### src/rtl/regfile_wb_arbiter_pkg.sv
`default_nettype none
// +------------------------------------------------------------------+
// | regfile_wb_arbiter_pkg                                           |
// | Shared widths, write-select codes and FIFO entry layout.         |
// | Revision: 1.0                                                    |
// +------------------------------------------------------------------+
package regfile_wb_arbiter_pkg;

    localparam int DATA_W   = 32;
    localparam int ADDR_W   = 3;
    localparam int NUM_REGS = 2 ** ADDR_W;
    localparam int Q_DEPTH  = 4;
    localparam int PCNT_W   = 3;

    localparam logic W_SEL_ALU   = 1'b0;
    localparam logic W_SEL_OTHER = 1'b1;

    // FIFO entry: {addr, data}
    localparam int ENT_W        = ADDR_W + DATA_W;
    localparam int ENT_DATA_LSB = 0;
    localparam int ENT_ADDR_LSB = DATA_W;

    typedef enum logic [1:0] {
        WB_IDLE  = 2'd0,
        WB_ALU   = 2'd1,
        WB_OTHER = 2'd2
    } wb_src_e;

endpackage
`default_nettype wire

### src/rtl/regfile_wb_arbiter_if.sv
`default_nettype none
// +------------------------------------------------------------------+
// | regfile_wb_arbiter_if                                            |
// | Write sources, scoreboard status and register-file write port.   |
// | Revision: 1.0                                                    |
// +------------------------------------------------------------------+
interface regfile_wb_arbiter_if;
    import regfile_wb_arbiter_pkg::*;

    logic                alu_valid;
    logic [ADDR_W-1:0]   alu_addr;
    logic [DATA_W-1:0]   alu_data;
    logic                oth_valid;
    logic                oth_ready;
    logic [ADDR_W-1:0]   oth_addr;
    logic [DATA_W-1:0]   oth_data;
    logic                issue_valid;
    logic [ADDR_W-1:0]   issue_addr;
    logic                issue_ready;
    logic [NUM_REGS-1:0] busy;
    logic [PCNT_W-1:0]   q_count;
    logic                waw_err;
    logic                w_enable;
    logic                w_select;
    logic [ADDR_W-1:0]   w_addr;
    logic [DATA_W-1:0]   w_alu;
    logic [DATA_W-1:0]   w_other;

    modport master (
        output alu_valid, alu_addr, alu_data,
        output oth_valid, oth_addr, oth_data,
        output issue_valid, issue_addr,
        input  oth_ready, issue_ready, busy, q_count, waw_err,
        input  w_enable, w_select, w_addr, w_alu, w_other
    );

    modport slave (
        input  alu_valid, alu_addr, alu_data,
        input  oth_valid, oth_addr, oth_data,
        input  issue_valid, issue_addr,
        output oth_ready, issue_ready, busy, q_count, waw_err,
        output w_enable, w_select, w_addr, w_alu, w_other
    );

endinterface
`default_nettype wire

### src/rtl/regfile_wb_arbiter_fifo.sv
`default_nettype none
// +------------------------------------------------------------------+
// | wb_fifo                                                          |
// | Synchronous power-of-two FIFO; push when full / pop when empty    |
// | are ignored. Revision: 1.0                                       |
// +------------------------------------------------------------------+
module wb_fifo #(
    parameter int DEPTH = 4,
    parameter int WIDTH = 35
) (
    input  wire logic                   clk,
    input  wire logic                   rst,
    input  wire logic                   push_i,
    input  wire logic [WIDTH-1:0]       din_i,
    input  wire logic                   pop_i,
    output logic      [WIDTH-1:0]       dout_o,
    output logic                        full_o,
    output logic                        empty_o,
    output logic      [$clog2(DEPTH):0] count_o
);

    localparam int PTR_W = $clog2(DEPTH);
    localparam int CNT_W = PTR_W + 1;

    logic [WIDTH-1:0] mem_q [DEPTH];
    logic [PTR_W-1:0] wr_ptr_q, rd_ptr_q;
    logic [CNT_W-1:0] count_q;
    logic             do_push, do_pop;

    assign full_o  = (count_q == CNT_W'(DEPTH));
    assign empty_o = (count_q == '0);
    assign count_o = count_q;
    assign dout_o  = mem_q[rd_ptr_q];
    assign do_push = push_i && !full_o;
    assign do_pop  = pop_i && !empty_o;

    always_ff @(posedge clk) begin
        if (do_push) begin
            mem_q[wr_ptr_q] <= din_i;
        end
    end

    // Pointers wrap naturally because DEPTH is a power of two.
    always_ff @(posedge clk) begin
        if (rst) begin
            wr_ptr_q <= '0;
            rd_ptr_q <= '0;
            count_q  <= '0;
        end else begin
            if (do_push) wr_ptr_q <= wr_ptr_q + PTR_W'(1);
            if (do_pop)  rd_ptr_q <= rd_ptr_q + PTR_W'(1);
            if (do_push && !do_pop)      count_q <= count_q + CNT_W'(1);
            else if (do_pop && !do_push) count_q <= count_q - CNT_W'(1);
        end
    end

endmodule
`default_nettype wire

### src/rtl/regfile_wb_arbiter.sv
`default_nettype none
// +------------------------------------------------------------------+
// | regfile_wb_arbiter                                               |
// | Merges ALU and queued long-latency results onto the regfile      |
// | write port and tracks pending writes per register. Rev: 1.0      |
// +------------------------------------------------------------------+
module regfile_wb_arbiter
    import regfile_wb_arbiter_pkg::*;
(
    input  wire logic           clk,
    input  wire logic           rst,
    regfile_wb_arbiter_if.slave bus
);

    logic                fifo_full, fifo_empty, push, pop, issue_fire;
    logic [ENT_W-1:0]    fifo_dout;
    logic [PCNT_W-1:0]   fifo_count;
    logic [ADDR_W-1:0]   head_addr;
    logic [DATA_W-1:0]   head_data;
    wb_src_e             src;
    logic [PCNT_W-1:0]   cnt_q [NUM_REGS];
    logic [PCNT_W-1:0]   cnt_d [NUM_REGS];
    logic [NUM_REGS-1:0] busy;
    logic                waw_err_q, w_enable_q, w_select_q;
    logic [ADDR_W-1:0]   w_addr_q;
    logic [DATA_W-1:0]   w_alu_q, w_other_q;

    wb_fifo #(
        .DEPTH (Q_DEPTH),
        .WIDTH (ENT_W)
    ) u_fifo (
        .clk     (clk),
        .rst     (rst),
        .push_i  (push),
        .din_i   ({bus.oth_addr, bus.oth_data}),
        .pop_i   (pop),
        .dout_o  (fifo_dout),
        .full_o  (fifo_full),
        .empty_o (fifo_empty),
        .count_o (fifo_count)
    );

    assign head_addr = fifo_dout[ENT_ADDR_LSB +: ADDR_W];
    assign head_data = fifo_dout[ENT_DATA_LSB +: DATA_W];
    assign push      = bus.oth_valid && !fifo_full;

    // ALU never stalls, so it always takes priority over the queue.
    always_comb begin
        src = WB_IDLE;
        if (bus.alu_valid)  src = WB_ALU;
        else if (!fifo_empty) src = WB_OTHER;
    end
    assign pop = (src == WB_OTHER);

    assign issue_fire = bus.issue_valid && bus.issue_ready;

    always_comb begin
        for (int i = 0; i < NUM_REGS; i++) begin
            cnt_d[i] = cnt_q[i];
            if (issue_fire && (bus.issue_addr == ADDR_W'(i)) &&
                !(pop && (head_addr == ADDR_W'(i)))) begin
                cnt_d[i] = cnt_q[i] + PCNT_W'(1);
            end else if (pop && (head_addr == ADDR_W'(i)) &&
                         !(issue_fire && (bus.issue_addr == ADDR_W'(i))) &&
                         (cnt_q[i] != '0)) begin
                cnt_d[i] = cnt_q[i] - PCNT_W'(1);
            end
        end
    end

    generate
        for (genvar gi = 0; gi < NUM_REGS; gi++) begin : g_busy
            assign busy[gi] = (cnt_q[gi] != '0);
        end
    endgenerate

    always_ff @(posedge clk) begin
        if (rst) begin
            for (int i = 0; i < NUM_REGS; i++) cnt_q[i] <= '0;
            waw_err_q  <= 1'b0;
            w_enable_q <= 1'b0;
            w_select_q <= W_SEL_ALU;
            w_addr_q   <= '0;
            w_alu_q    <= '0;
            w_other_q  <= '0;
        end else begin
            for (int i = 0; i < NUM_REGS; i++) cnt_q[i] <= cnt_d[i];
            if (bus.alu_valid && busy[bus.alu_addr]) waw_err_q <= 1'b1;
            case (src)
                WB_ALU: begin
                    w_enable_q <= 1'b1;
                    w_select_q <= W_SEL_ALU;
                    w_addr_q   <= bus.alu_addr;
                    w_alu_q    <= bus.alu_data;
                end
                WB_OTHER: begin
                    w_enable_q <= 1'b1;
                    w_select_q <= W_SEL_OTHER;
                    w_addr_q   <= head_addr;
                    w_other_q  <= head_data;
                end
                default: w_enable_q <= 1'b0;
            endcase
        end
    end

    assign bus.oth_ready   = !fifo_full;
    assign bus.issue_ready = (cnt_q[bus.issue_addr] < PCNT_W'(Q_DEPTH));
    assign bus.busy        = busy;
    assign bus.q_count     = fifo_count;
    assign bus.waw_err     = waw_err_q;
    assign bus.w_enable    = w_enable_q;
    assign bus.w_select    = w_select_q;
    assign bus.w_addr      = w_addr_q;
    assign bus.w_alu       = w_alu_q;
    assign bus.w_other     = w_other_q;

endmodule
`default_nettype wire

### src/flat_wrapper.sv
// flat-port wrapper written by rule: the top's interface ports become plain ports
module regfile_wb_arbiter_flat import regfile_wb_arbiter_pkg::*;
  (clk, rst, bus_alu_valid, bus_alu_addr, bus_alu_data, bus_oth_valid, bus_oth_addr, bus_oth_data, bus_issue_valid, bus_issue_addr, bus_oth_ready, bus_issue_ready, bus_busy, bus_q_count, bus_waw_err, bus_w_enable, bus_w_select, bus_w_addr, bus_w_alu, bus_w_other);
  regfile_wb_arbiter_if bus_i ();
  input  wire logic clk;
  input  wire logic rst;
  input wire logic [$bits(bus_i.alu_valid)-1:0] bus_alu_valid;
  input wire logic [$bits(bus_i.alu_addr)-1:0] bus_alu_addr;
  input wire logic [$bits(bus_i.alu_data)-1:0] bus_alu_data;
  input wire logic [$bits(bus_i.oth_valid)-1:0] bus_oth_valid;
  input wire logic [$bits(bus_i.oth_addr)-1:0] bus_oth_addr;
  input wire logic [$bits(bus_i.oth_data)-1:0] bus_oth_data;
  input wire logic [$bits(bus_i.issue_valid)-1:0] bus_issue_valid;
  input wire logic [$bits(bus_i.issue_addr)-1:0] bus_issue_addr;
  output wire logic [$bits(bus_i.oth_ready)-1:0] bus_oth_ready;
  output wire logic [$bits(bus_i.issue_ready)-1:0] bus_issue_ready;
  output wire logic [$bits(bus_i.busy)-1:0] bus_busy;
  output wire logic [$bits(bus_i.q_count)-1:0] bus_q_count;
  output wire logic [$bits(bus_i.waw_err)-1:0] bus_waw_err;
  output wire logic [$bits(bus_i.w_enable)-1:0] bus_w_enable;
  output wire logic [$bits(bus_i.w_select)-1:0] bus_w_select;
  output wire logic [$bits(bus_i.w_addr)-1:0] bus_w_addr;
  output wire logic [$bits(bus_i.w_alu)-1:0] bus_w_alu;
  output wire logic [$bits(bus_i.w_other)-1:0] bus_w_other;
  assign bus_i.alu_valid = bus_alu_valid;
  assign bus_i.alu_addr = bus_alu_addr;
  assign bus_i.alu_data = bus_alu_data;
  assign bus_i.oth_valid = bus_oth_valid;
  assign bus_i.oth_addr = bus_oth_addr;
  assign bus_i.oth_data = bus_oth_data;
  assign bus_i.issue_valid = bus_issue_valid;
  assign bus_i.issue_addr = bus_issue_addr;
  assign bus_oth_ready = bus_i.oth_ready;
  assign bus_issue_ready = bus_i.issue_ready;
  assign bus_busy = bus_i.busy;
  assign bus_q_count = bus_i.q_count;
  assign bus_waw_err = bus_i.waw_err;
  assign bus_w_enable = bus_i.w_enable;
  assign bus_w_select = bus_i.w_select;
  assign bus_w_addr = bus_i.w_addr;
  assign bus_w_alu = bus_i.w_alu;
  assign bus_w_other = bus_i.w_other;
  regfile_wb_arbiter u_core (.clk(clk), .rst(rst), .bus(bus_i));
endmodule
### config.mk
export PLATFORM = sky130hd
export DESIGN_NAME = regfile_wb_arbiter_flat
export DESIGN_NICKNAME = d
export VERILOG_FILES = /design/src/rtl/regfile_wb_arbiter_pkg.sv /design/src/rtl/regfile_wb_arbiter_if.sv /design/src/rtl/regfile_wb_arbiter_fifo.sv /design/src/rtl/regfile_wb_arbiter.sv /design/src/flat_wrapper.sv
export SDC_FILE = /design/constraint.sdc
export NUM_CORES = 1
export LEC_CHECK = 0
export CAP_MARGIN = 10
export CORE_MARGIN = 5
export CORE_UTILIZATION = 50
export CTS_CLUSTER_SIZE = 40
export DETAILED_ROUTE_END_ITERATION = 8
export PLACE_DENSITY = 0.75
export RECOVER_POWER = 100
export SYNTH_ARGS = -nofsm -noshare
export SYNTH_HDL_FRONTEND = slang
export SYNTH_HIERARCHICAL = 1
export SYNTH_SLANG_ARGS = --single-unit
### constraint.sdc
create_clock -name clk -period 8.05 [get_ports clk]
set_clock_uncertainty 0.2 [all_clocks]
set_input_delay 1.61 -clock clk [delete_from_list [all_inputs] [get_ports clk]]
set_output_delay 1.61 -clock clk [all_outputs]
set_load 0.01 [all_outputs]
==> results of run 1 <==
## registers in the layout, indices dropped and copies added, names as in the netlist, named ones only
register                cells
u_core/u_fifo/rd_ptr_q      2
u_core/u_fifo/wr_ptr_q      2
u_core/u_fifo/mem_q       140
u_core/cnt_q               24
u_core/bus.w_other         32
u_core/u_fifo/count_o       3
u_core/bus.w_select         1
u_core/bus.w_alu           32
u_core/bus.waw_err          1
u_core/bus.w_addr           3
u_core/bus.w_enable         1
## area by class of cell
class	count	share of cell area
flip-flops and latches	243	0.5055
multi-input cells	409	0.2676
repair buffers	170	0.1325
clock buffers	32	0.05429
well taps	265	0.02674
inverters	24	0.007266
clock inverters	14	0.005450
diodes	3	0.0006055
## per-layer routing
layer  track usage  vias to the layer above
li1              -                     2960
met1        0.2398                     2975
met2        0.3021                      192
met3       0.04518                       30
met4       0.04397                        2
met5             0                        -
## report_power, final
group	switching, W	internal (W)
Sequential	0.0000855	0.00150
Combinational	0.000400	0.000356
Clock	0.000444	0.000590
Total	0.000929	0.00245
## logic make-up (layout without fill, tap and decap cells)
| kind of cell | after synthesis | count (layout) | synth area share |
|---|---|---|---|
| compound gates | 100 | 100 | 0.07855 |
| xor+xnor | 4 | 4 | 0.003530 |
| fa+ha+maj | 14 | 14 | 0.02446 |
| buf+inv | 62 | 240 | 0.03215 |
| flops | 243 | 243 | 0.6314 |
| mux | 84 | 84 | 0.1334 |
| other cells | 0 | 3 | 0 |
| simple gates | 207 | 207 | 0.09646 |
## critical path, stage by stage
cell and delay, ns:
buf_2 0.07, clkbuf_1 1.97, or2_2 0.87, inv_1 0.13, o31ai_1 0.14, ha_1 0.25
inv_1 0.06, fa_1 0.37, xor2_1 0.16, or3_1 0.30, a21oi_1 0.13
## through the flow
step                power (W)  setup WS, ns    util
finish               0.003374         2.142  0.6349
global route         0.003559         1.818  0.6348
CTS                  0.003447         2.704  0.6369
detailed placement   0.002403         2.703  0.5990
global placement     0.002386         2.778  0.5990
floorplan            0.002114         3.875       -
## worst paths after layout
| kind | startpoint | end | cells past startpoint |
|---|---|---|---|
| max reg2reg | u_core/u_fifo/count_o[0]$_SDFFE_PP0P_ | u_core/u_fifo/mem_q[1][4]$_DFFE_PP_ | 6 |
| min reg2reg | u_core/bus.w_other[31]$_SDFFE_PP0P_ | u_core/bus.w_other[31]$_SDFFE_PP0P_ | 2 |
| max | bus_alu_valid | u_core/u_fifo/count_o[2]$_SDFFE_PP0P_ | 11 |
| min | u_core/bus.w_other[31]$_SDFFE_PP0P_ | u_core/bus.w_other[31]$_SDFFE_PP0P_ | 2 |
## cells in the final DEF, fill, tap and decap left out, types with 7 or more instances in the layout
cell type,instances
edfxtp_1,140
dlygate4sd3_1,118
dfxtp_1,102
nand2_1,75
nor2_1,58
clkdlybuf4s50_1,40
mux2i_1,40
a21oi_1,40
mux4_2,36
clkbuf_16,26
inv_1,21
nor3_1,19
clkbuf_1,13
nor2b_1,13
a211oi_1,10
nand3_1,9
fa_1,9
clkinv_2,8
o211a_1,7
a31oi_1,7
mux2_1,7
## synth_stat cells (7+ instances only)
cell type    n
a211oi_1    10
nand3_1      9
inv_1       21
fa_1         9
clkbuf_1    22
nor2b_1     13
dfxtp_1    103
a31oi_1      7
a21oi_1     40
mux4_2      36
nor2_1      57
nor3_1      19
edfxtp_1   140
mux2i_1     40
nand2_1     75
o211a_1      7
==> flow_summary.yaml, run 1 <==
clocking:
  cts_num_sinks: 243
  clock_latency_ns: 0.51
  holdBufCountCts: 0
  path_clk_slew_ns: 0.06
  clockRootBuffer: "clkbuf_16"
  numCtsBuffers: 25
  cts_resized: 0
  cts_tree: "built"
  post_cts_buffers: 0
  clk_path_buf_depth: 3
  htree_num_levels: 1
cells_and_area:
  multi_input_area_sq_um: 3318
  stdcell_area_sq_um: 12400
  area_growth_pct: 24.94
  fill_cells: 1483
  nNetsFinal: 965
  fin_cells: 1160
  regArea_sq_um: 6267
  drive_gt1_frac: 0.1054
drt:
  vias: 6159
  route.met2.wl_microns: 9722
  routed_wl_microns: 20530
  wire_per_inst_microns: 17.70
  routed.top_layer: "met5"
  antenna_left: 0
  wl_met3_microns: 1662
  viasPerCell: 5.309
  drt_iter0_markers: 336
  m1WireLength_microns: 8787
  drc: 0
  dr.pass1.iters: 4
outcome:
  status: "complete, but fails checks"
  violations: "max-capacitance violations, max-slew violations"
timing:
  max_freq_mhz: 169.3
  tns_ns: 0
  hold_ws_ns: 0.2511
  worst_slew_pin_slew_ns: 4.148
  rsz0062_at_grt: "no"
  setup_viol: 0
  maxSlewViolCount: 281
  hold_viol: 0
  final.min_clock_period_ns: 5.908
  max_slew_margin: -1.765
  min_period_over_period: 0.7340
worst_setup_path:
  crit_type: "primary input to register"
  worstPathRequired_ns: 8.24
  start_kind: "primary input"
  cp.arrival_ns: 6.10
  endpoint_kind: "register"
  critPathMaxFanout: 46
  rrSetupSlack_ns: 4.34
die:
  core_sq_um: 19530
  io_pins: 161
  dieWidth_microns: 150.9
  start_util: 0.5082
  die-area_sq_um: 22760
  fp.dieH_microns: 150.9
  rows: 51
run:
  drv_cap: 6
pwr:
  power.leakage_nw: 4.547
  vdd_drop_max_v: 0.0001934
  power_density_nw_per_um2: 272.2
synth:
  synth_area_leader_cell: "edfxtp_1"
  synth_cell_types: 60
  synth-seq-area-share: 0.6314
  synth_ff_type: "edfxtp_1"
  synth_top_area_share: 0.4237
  syn-num-nets: 806
  synth_area_per_cell_sq_um: 13.90
  async_reset_ff_frac: 0
  ys_top_cells_by_area: "edfxtp_1 42%, dfxtp_1 21%, mux4_2 8.2%"
  synth_cells: 714
  yosys_register_bits: 243
  syn-cell-area_sq_um: 9923
  synth_edf_count: 140
  yosysWarningCount: 6
global_route:
  grt_max_degree: 90
  grt_pass1_wl_microns: 32660
  grt_usage: 0.1809
  grt_pass1_vias: 6144
  grt_antenna_before_repair: 4
  grt_overflow: 0
placed_design:
  dpl.cell_count: 1111
  postPlaceCellArea_sq_um: 11700
  port-buffer-count: 160
  hpwl_microns: 13080
  gp_congestion: 0.7589
min_path:
  holdCritPathClass: "register to register"
(Power assumes the default switching activity.)
==> run 2, diff against run 1 <==
--- a/config.mk
+++ b/config.mk
@@ -7,10 +7,10 @@
 export LEC_CHECK = 0
 export CAP_MARGIN = 10
 export CORE_MARGIN = 5
-export CORE_UTILIZATION = 50
+export CORE_UTILIZATION = 48
 export CTS_CLUSTER_SIZE = 40
 export DETAILED_ROUTE_END_ITERATION = 8
-export PLACE_DENSITY = 0.75
+export PLACE_DENSITY = 0.76
 export RECOVER_POWER = 100
 export SYNTH_ARGS = -nofsm -noshare
 export SYNTH_HDL_FRONTEND = slang
==> constraint.sdc (replaced) <==
create_clock -name clk -period 5.2 [get_ports clk]
set_clock_uncertainty 0.2 [all_clocks]
set_input_delay 1.04 -clock clk [delete_from_list [all_inputs] [get_ports clk]]
set_output_delay 1.04 -clock clk [all_outputs]
set_load 0.01 [all_outputs]
==> run 2 against run 1 <==
Net effect: the flow still finishes with violations (max-capacitance violations, max-slew violations); sequential cell count unchanged; combinational power increased by 53%; total power increased by 69%; die area increased by 3.9%; utilization decreased by 1.2 points; cell count increased by 0.95%; register-to-register slack got worse by 3.2 ns; via count increased by 0.58%; worst setup slack got worse by 1.2 ns; non-clock buffer count increased by 2.
==> flow_summary.yaml, run 2 (synthesized netlist as in run 1, its figures left out) <==
outcome:
  status: "complete, but fails checks"
  violations: "max-capacitance violations, max-slew violations"
die:
  start_util: 0.4888
  die-area_sq_um: 23650
  io_pins: 161
  rows: 52
  fp.dieH_microns: 153.8
  core_sq_um: 20300
  dieWidth_microns: 153.8
pwr:
  pwr-share-comb: 0.203
  power.leakage_nw: 4.647
  pwr-share-clk: 0.367
  power_w: 0.005710
  vdd_drop_max_v: 0.0003468
  p_sw_w: 0.001521
  internal-power_w: 0.004189
  power_density_nw_per_um2: 451.8
  seqPwrFrac: 0.430
  swShare: 0.2664
timing:
  finalWorstSetupSlack_ns: 0.9529
  hold_ws_ns: 0.2494
  setup_viol: 0
  worst_slew_pin_slew_ns: 2.275
  min_period_over_period: 0.8168
  maxSlewViolCount: 66
  tns_ns: 0
  final.min_clock_period_ns: 4.247
  hold_viol: 0
  max_slew_margin: -0.5170
  rsz0062_at_grt: "no"
  max_freq_mhz: 235.5
drt:
  drt_iter0_markers: 282
  dr.pass1.iters: 4
  antenna_left: 0
  viasPerCell: 5.290
  drc: 0
  routed_wl_microns: 21040
  vias: 6195
  wire_per_inst_microns: 17.97
clocking:
  cts_tree: "built"
  clock_latency_ns: 0.53
  clockRootBuffer: "clkbuf_16"
  numCtsBuffers: 26
  post_cts_buffers: 0
  cts_num_sinks: 243
  holdBufCountCts: 0
  cts_resized: 0
  htree_num_levels: 1
  clk_path_buf_depth: 3
  path_clk_slew_ns: 0.06
placed_design:
  preCtsSetupSlack_ns: 1.028
  gp_congestion: 0.8029
  dpl.cell_count: 1118
  hpwl_microns: 13480
  port-buffer-count: 160
cells_and_area:
  layout_commonest_cell: "edfxtp_1"
  mostFrequentLayoutCells: "140 x edfxtp_1, 118 x dlygate4sd3_1, 103 x dfxtp_1, 75 x nand2_1, 58 x nor2_1"
  drive_gt1_frac: 0.1127
  fin_cells: 1171
  area_growth_pct: 27.35
  largest_register_ffs: 140
  regMostFlops: "u_core/u_fifo/mem_q"
  nNetsFinal: 968
global_route:
  grt_pass1_vias: 6300
  grt_overflow: 0
  grt_usage: 0.1753
  grt_pass1_wl_microns: 33910
  grt_max_degree: 86
  grt_antenna_before_repair: 6
worst_setup_path:
  endpoint_kind: "register"
  r2r_end: "u_core/cnt_q[0][2]$_SDFFE_PP0P_"
  start_kind: "primary input"
  worst_path_largest_cell_delay_ns: 1.10
  crit_start: "bus_oth_valid"
  slowest_stage: "and2_0"
  crit_type: "primary input to register"
  rrSetupSlack_ns: 1.12
  worstPathRequired_ns: 5.15
  crit_chain: "dlygate4sd3_1, nor2b_1, inv_1, nor2_1, and2_0, clkbuf_1"
  critPathMaxFanout: 19
  worst-r2r-cell-count: 9
  cp.arrival_ns: 4.19
  critical_path.endpoint: "u_core/u_fifo/mem_q[2][31]$_DFFE_PP_"
min_path:
  holdCritPathClass: "register to register"
run:
  drv_cap: 2
==> run 2: worst min-delay path by stage <==
stage                                        startpoint                                   to  slack [ns]  cells after the start
detailed placement   u_core/bus.w_other[0]$_SDFFE_PP0P_   u_core/bus.w_other[0]$_SDFFE_PP0P_        0.25                      2
global placement    u_core/bus.w_other[20]$_SDFFE_PP0P_  u_core/bus.w_other[20]$_SDFFE_PP0P_        0.24                      2
CTS                  u_core/bus.w_other[0]$_SDFFE_PP0P_   u_core/bus.w_other[0]$_SDFFE_PP0P_        0.26                      2
finish               u_core/bus.w_other[0]$_SDFFE_PP0P_   u_core/bus.w_other[0]$_SDFFE_PP0P_        0.25                      2
floorplan               u_core/cnt_q[5][1]$_SDFFE_PP0P_      u_core/cnt_q[5][1]$_SDFFE_PP0P_        0.28                      2
global route         u_core/bus.w_other[9]$_SDFFE_PP0P_   u_core/bus.w_other[9]$_SDFFE_PP0P_        0.27                      2
==> run 2: cell type report <==
type | instances | area (sq um)
timing repair buffer | 172 | 1657
fill | 1561 | 7662
multi-input combinational | 409 | 3278
tap | 270 | 337.8
inverter | 24 | 90.09
clock inverter | 22 | 345.3
clock buffer | 26 | 650.6
sequential | 243 | 6266
antenna | 5 | 12.51
==> run 2: power by group through the flow <==
stage	Combinational (W)	Sequential, W	Clock, W
detailed placement	0.00124	0.00250	0
finish	0.00116	0.00245	0.00209
CTS	0.00125	0.00246	0.00215
global placement	0.00122	0.00249	0
floorplan	0.000785	0.00249	0
global route	0.00127	0.00249	0.00223
==> run 2: critical path: cells and delay by family <==
family | cells | cell delay, ns
buf+inv | 3 | 1.60
simple gates | 3 | 1.53
==> run 2: per-layer routing <==
metal,routed length [microns],global-route usage
met5,7,0
met4,341,0.03995
met3,1312,0.03766
met2,10560,0.3017
met1,8817,0.2300
==> run 2: stage by stage <==
stage / instance area [sq um] / utilization
5_1_grt: 12640 / 0.6225
3_5_place_dp: 11740 / 0.5785
2_1_floorplan: 9923 / -
3_3_place_gp: 11740 / 0.5785
6_report: 12640 / 0.6225
4_1_cts: 12740 / 0.6275
==> run 3, diff against run 2 <==
--- a/config.mk
+++ b/config.mk
@@ -7,10 +7,10 @@
 export LEC_CHECK = 0
 export CAP_MARGIN = 10
 export CORE_MARGIN = 5
-export CORE_UTILIZATION = 48
+export CORE_UTILIZATION = 50
 export CTS_CLUSTER_SIZE = 40
 export DETAILED_ROUTE_END_ITERATION = 8
-export PLACE_DENSITY = 0.76
+export PLACE_DENSITY = 0.75
 export RECOVER_POWER = 100
 export SYNTH_ARGS = -nofsm -noshare
 export SYNTH_HDL_FRONTEND = slang
==> constraint.sdc (replaced) <==
create_clock -name clk -period 4 [get_ports clk]
set_clock_uncertainty 0.2 [all_clocks]
set_input_delay 0.8 -clock clk [delete_from_list [all_inputs] [get_ports clk]]
set_output_delay 0.8 -clock clk [all_outputs]
set_load 0.01 [all_outputs]
==> run 3 against run 2 <==
Net effect: the flow still finishes with violations (max-capacitance violations, max-slew violations); non-clock buffer count did not move; combinational power rose by 32%; register-to-register slack got worse by 0.62 ns; total power rose by 23%; wire length fell by 0.13%; first-iteration DRC count rose by 36%; die area fell by 3.7%; global-route usage rose by 0.89 points; worst hold slack barely moved; critical path depth fell by 2; sequential power rose by 29%; critical path type is now primary input to output pin; largest cell class unchanged; largest power group unchanged.
==> flow_summary.yaml, run 3 (synthesized netlist as in run 1, its figures left out) <==
clocking:
  htree_num_levels: 1
  path_clk_slew_ns: 0.06
  numCtsBuffers: 25
  holdBufCountCts: 0
  clockRootBuffer: "clkbuf_16"
  cts_tree: "built"
  clk_path_buf_depth: 3
  cts_num_sinks: 243
  cts_resized: 0
  post_cts_buffers: 0
  clock_latency_ns: 0.52
min_path:
  min_to: "u_core/bus.w_other[31]$_SDFFE_PP0P_"
  holdCritPathClass: "register to register"
  hold_path_depth: 2
  min_from: "u_core/bus.w_other[31]$_SDFFE_PP0P_"
worst_setup_path:
  worstPathRequired_ns: 3.00
  cp_top_family: "buffers and inverters"
  slowest_stage: "clkdlybuf4s50_1"
  path_buf_inv: 2
  crit_type: "primary input to output pin"
  worst_path_largest_cell_delay_ns: 0.65
  endpoint_kind: "output pin"
  rrSetupSlack_ns: 0.50
  start_kind: "primary input"
  critPathMaxFanout: 7
  worst-r2r-cell-count: 9
  crit_top_cell: "clkdlybuf4s50_1"
  cp.arrival_ns: 2.80
  r2r_end: "u_core/cnt_q[0][2]$_SDFFE_PP0P_"
  crit_chain: "clkdlybuf4s50_1, mux4_1, mux2i_1, clkdlybuf4s50_1"
drt:
  antenna_left: 0
  drc: 0
  vias: 6287
  viasPerCell: 5.415
  routed_wl_microns: 21010
  dr.pass1.iters: 6
  drt_iter0_markers: 383
  wire_per_inst_microns: 18.10
global_route:
  grt_max_degree: 87
  grt_usage: 0.1842
  grt_overflow: 0
  grt_antenna_before_repair: 6
  busiest_layer: "met2"
  grt_util_met1: 0.2322
  grt_pass1_wl_microns: 33000
  use_met3: 0.04967
  grt_pass1_vias: 6288
  grt.met2_usage: 0.3206
die:
  core_sq_um: 19530
  die-area_sq_um: 22760
  rows: 51
  dieWidth_microns: 150.9
  io_pins: 161
  start_util: 0.5082
  fp.dieH_microns: 150.9
timing:
  hold_ws_ns: 0.2495
  min_period_over_period: 0.9488
  tns_ns: 0
  rsz0062_at_grt: "no"
  max_freq_mhz: 263.5
  worst_slew_pin_slew_ns: 2.619
  final.min_clock_period_ns: 3.795
  max_slew_margin: -0.7461
  setup_viol: 0
  maxSlewViolCount: 76
  hold_viol: 0
  finalWorstSetupSlack_ns: 0.2049
cells_and_area:
  stdcell_area_sq_um: 12470
  regMostFlops: "u_core/u_fifo/mem_q"
  fin_cells: 1161
  largest_register_ffs: 140
  drive_gt1_frac: 0.1064
  mostFrequentLayoutCells: "140 x edfxtp_1, 117 x dlygate4sd3_1, 103 x dfxtp_1, 75 x nand2_1, 58 x nor2_1"
  nNetsFinal: 967
  area_growth_pct: 25.67
  layout_commonest_cell: "edfxtp_1"
outcome:
  violations: "max-capacitance violations, max-slew violations"
  status: "complete, but fails checks"
placed_design:
  preCtsSetupSlack_ns: 0.2502
  gp_congestion: 0.7615
  hpwl_microns: 13370
  dpl.cell_count: 1113
  port-buffer-count: 160
  postPlaceCellArea_sq_um: 11710
run:
  drv_cap: 2
pwr:
  power_density_nw_per_um2: 561.9
  vdd_drop_max_v: 0.0004141
  power.leakage_nw: 4.597
-- run 3: cell count changes in the layout (fill, tap and decap cells not counted), sizes merged --
cell / previous run / this run
clkbuf: 34 / 44
bufinv: 8 / 2
clkinv: 9 / 5
clkinvlp: 5 / 1
diode: 5 / 3
buf: 6 / 7
clkdlybuf4s50: 40 / 41
dlygate4sd3: 118 / 117
-- run 3: how the worst max path moves through the flow --
stage                       from                                    end  slack [ns]  cells past startpoint
2_1_floorplan      bus_alu_valid  u_core/u_fifo/count_o[2]$_SDFFE_PP0P_        0.92                     12
3_3_place_gp   bus_issue_addr[0]                        bus_issue_ready        0.34                      4
3_5_place_dp   bus_issue_addr[0]                        bus_issue_ready        0.25                      4
4_1_cts        bus_issue_addr[0]                        bus_issue_ready        0.20                      4
5_1_grt                 register        u_core/cnt_q[0][2]$_SDFFE_PP0P_        0.13                      9
6_report       bus_issue_addr[0]                        bus_issue_ready        0.20                      4
-- run 3: metrics by stage --
step / util / total power (W)
floorplan: - / 0.004253
global placement: 0.5998 / 0.004813
detailed placement: 0.5998 / 0.004844
CTS: 0.6424 / 0.007188
global route: 0.6385 / 0.007363
finish: 0.6387 / 0.007007
-- run 3: final cells by class --
type / count / area, sq um
Sequential cell: 243 / 6266
Timing Repair Buffer: 172 / 1665
Multi-Input combinational cell: 409 / 3277
Antenna cell: 3 / 7.507
Fill cell: 1510 / 7056
Tap cell: 265 / 331.6
Clock buffer: 37 / 721.9
Inverter: 24 / 90.09
Clock inverter: 8 / 111.4
-- run 3: layer usage --
metal  part of all wire  vias to the layer above
li1                   -                     2960
met4              0.019                        6
met1               0.41                     3102
met3              0.084                       29
met2               0.49                      190
met5             0.0013                        -
-- run 3: report_power, final --
group          total, W  internal (W)  switching, W
registers       0.00317       0.00301      0.000159
logic           0.00153      0.000718      0.000810
clock network   0.00231       0.00139      0.000925
total           0.00701       0.00511       0.00189
-- run 3: worst register-to-register path, stage by stage, from the launching register on --
cell	delay [ns]
dfxtp_1	0.70
mux4_2	0.46
nor2_1	0.13
a2111oi_0	0.78
inv_2	0.15
fa_1	0.41
inv_1	0.09
nand2_1	0.06
o22ai_2	0.09
mux2_1	0.32
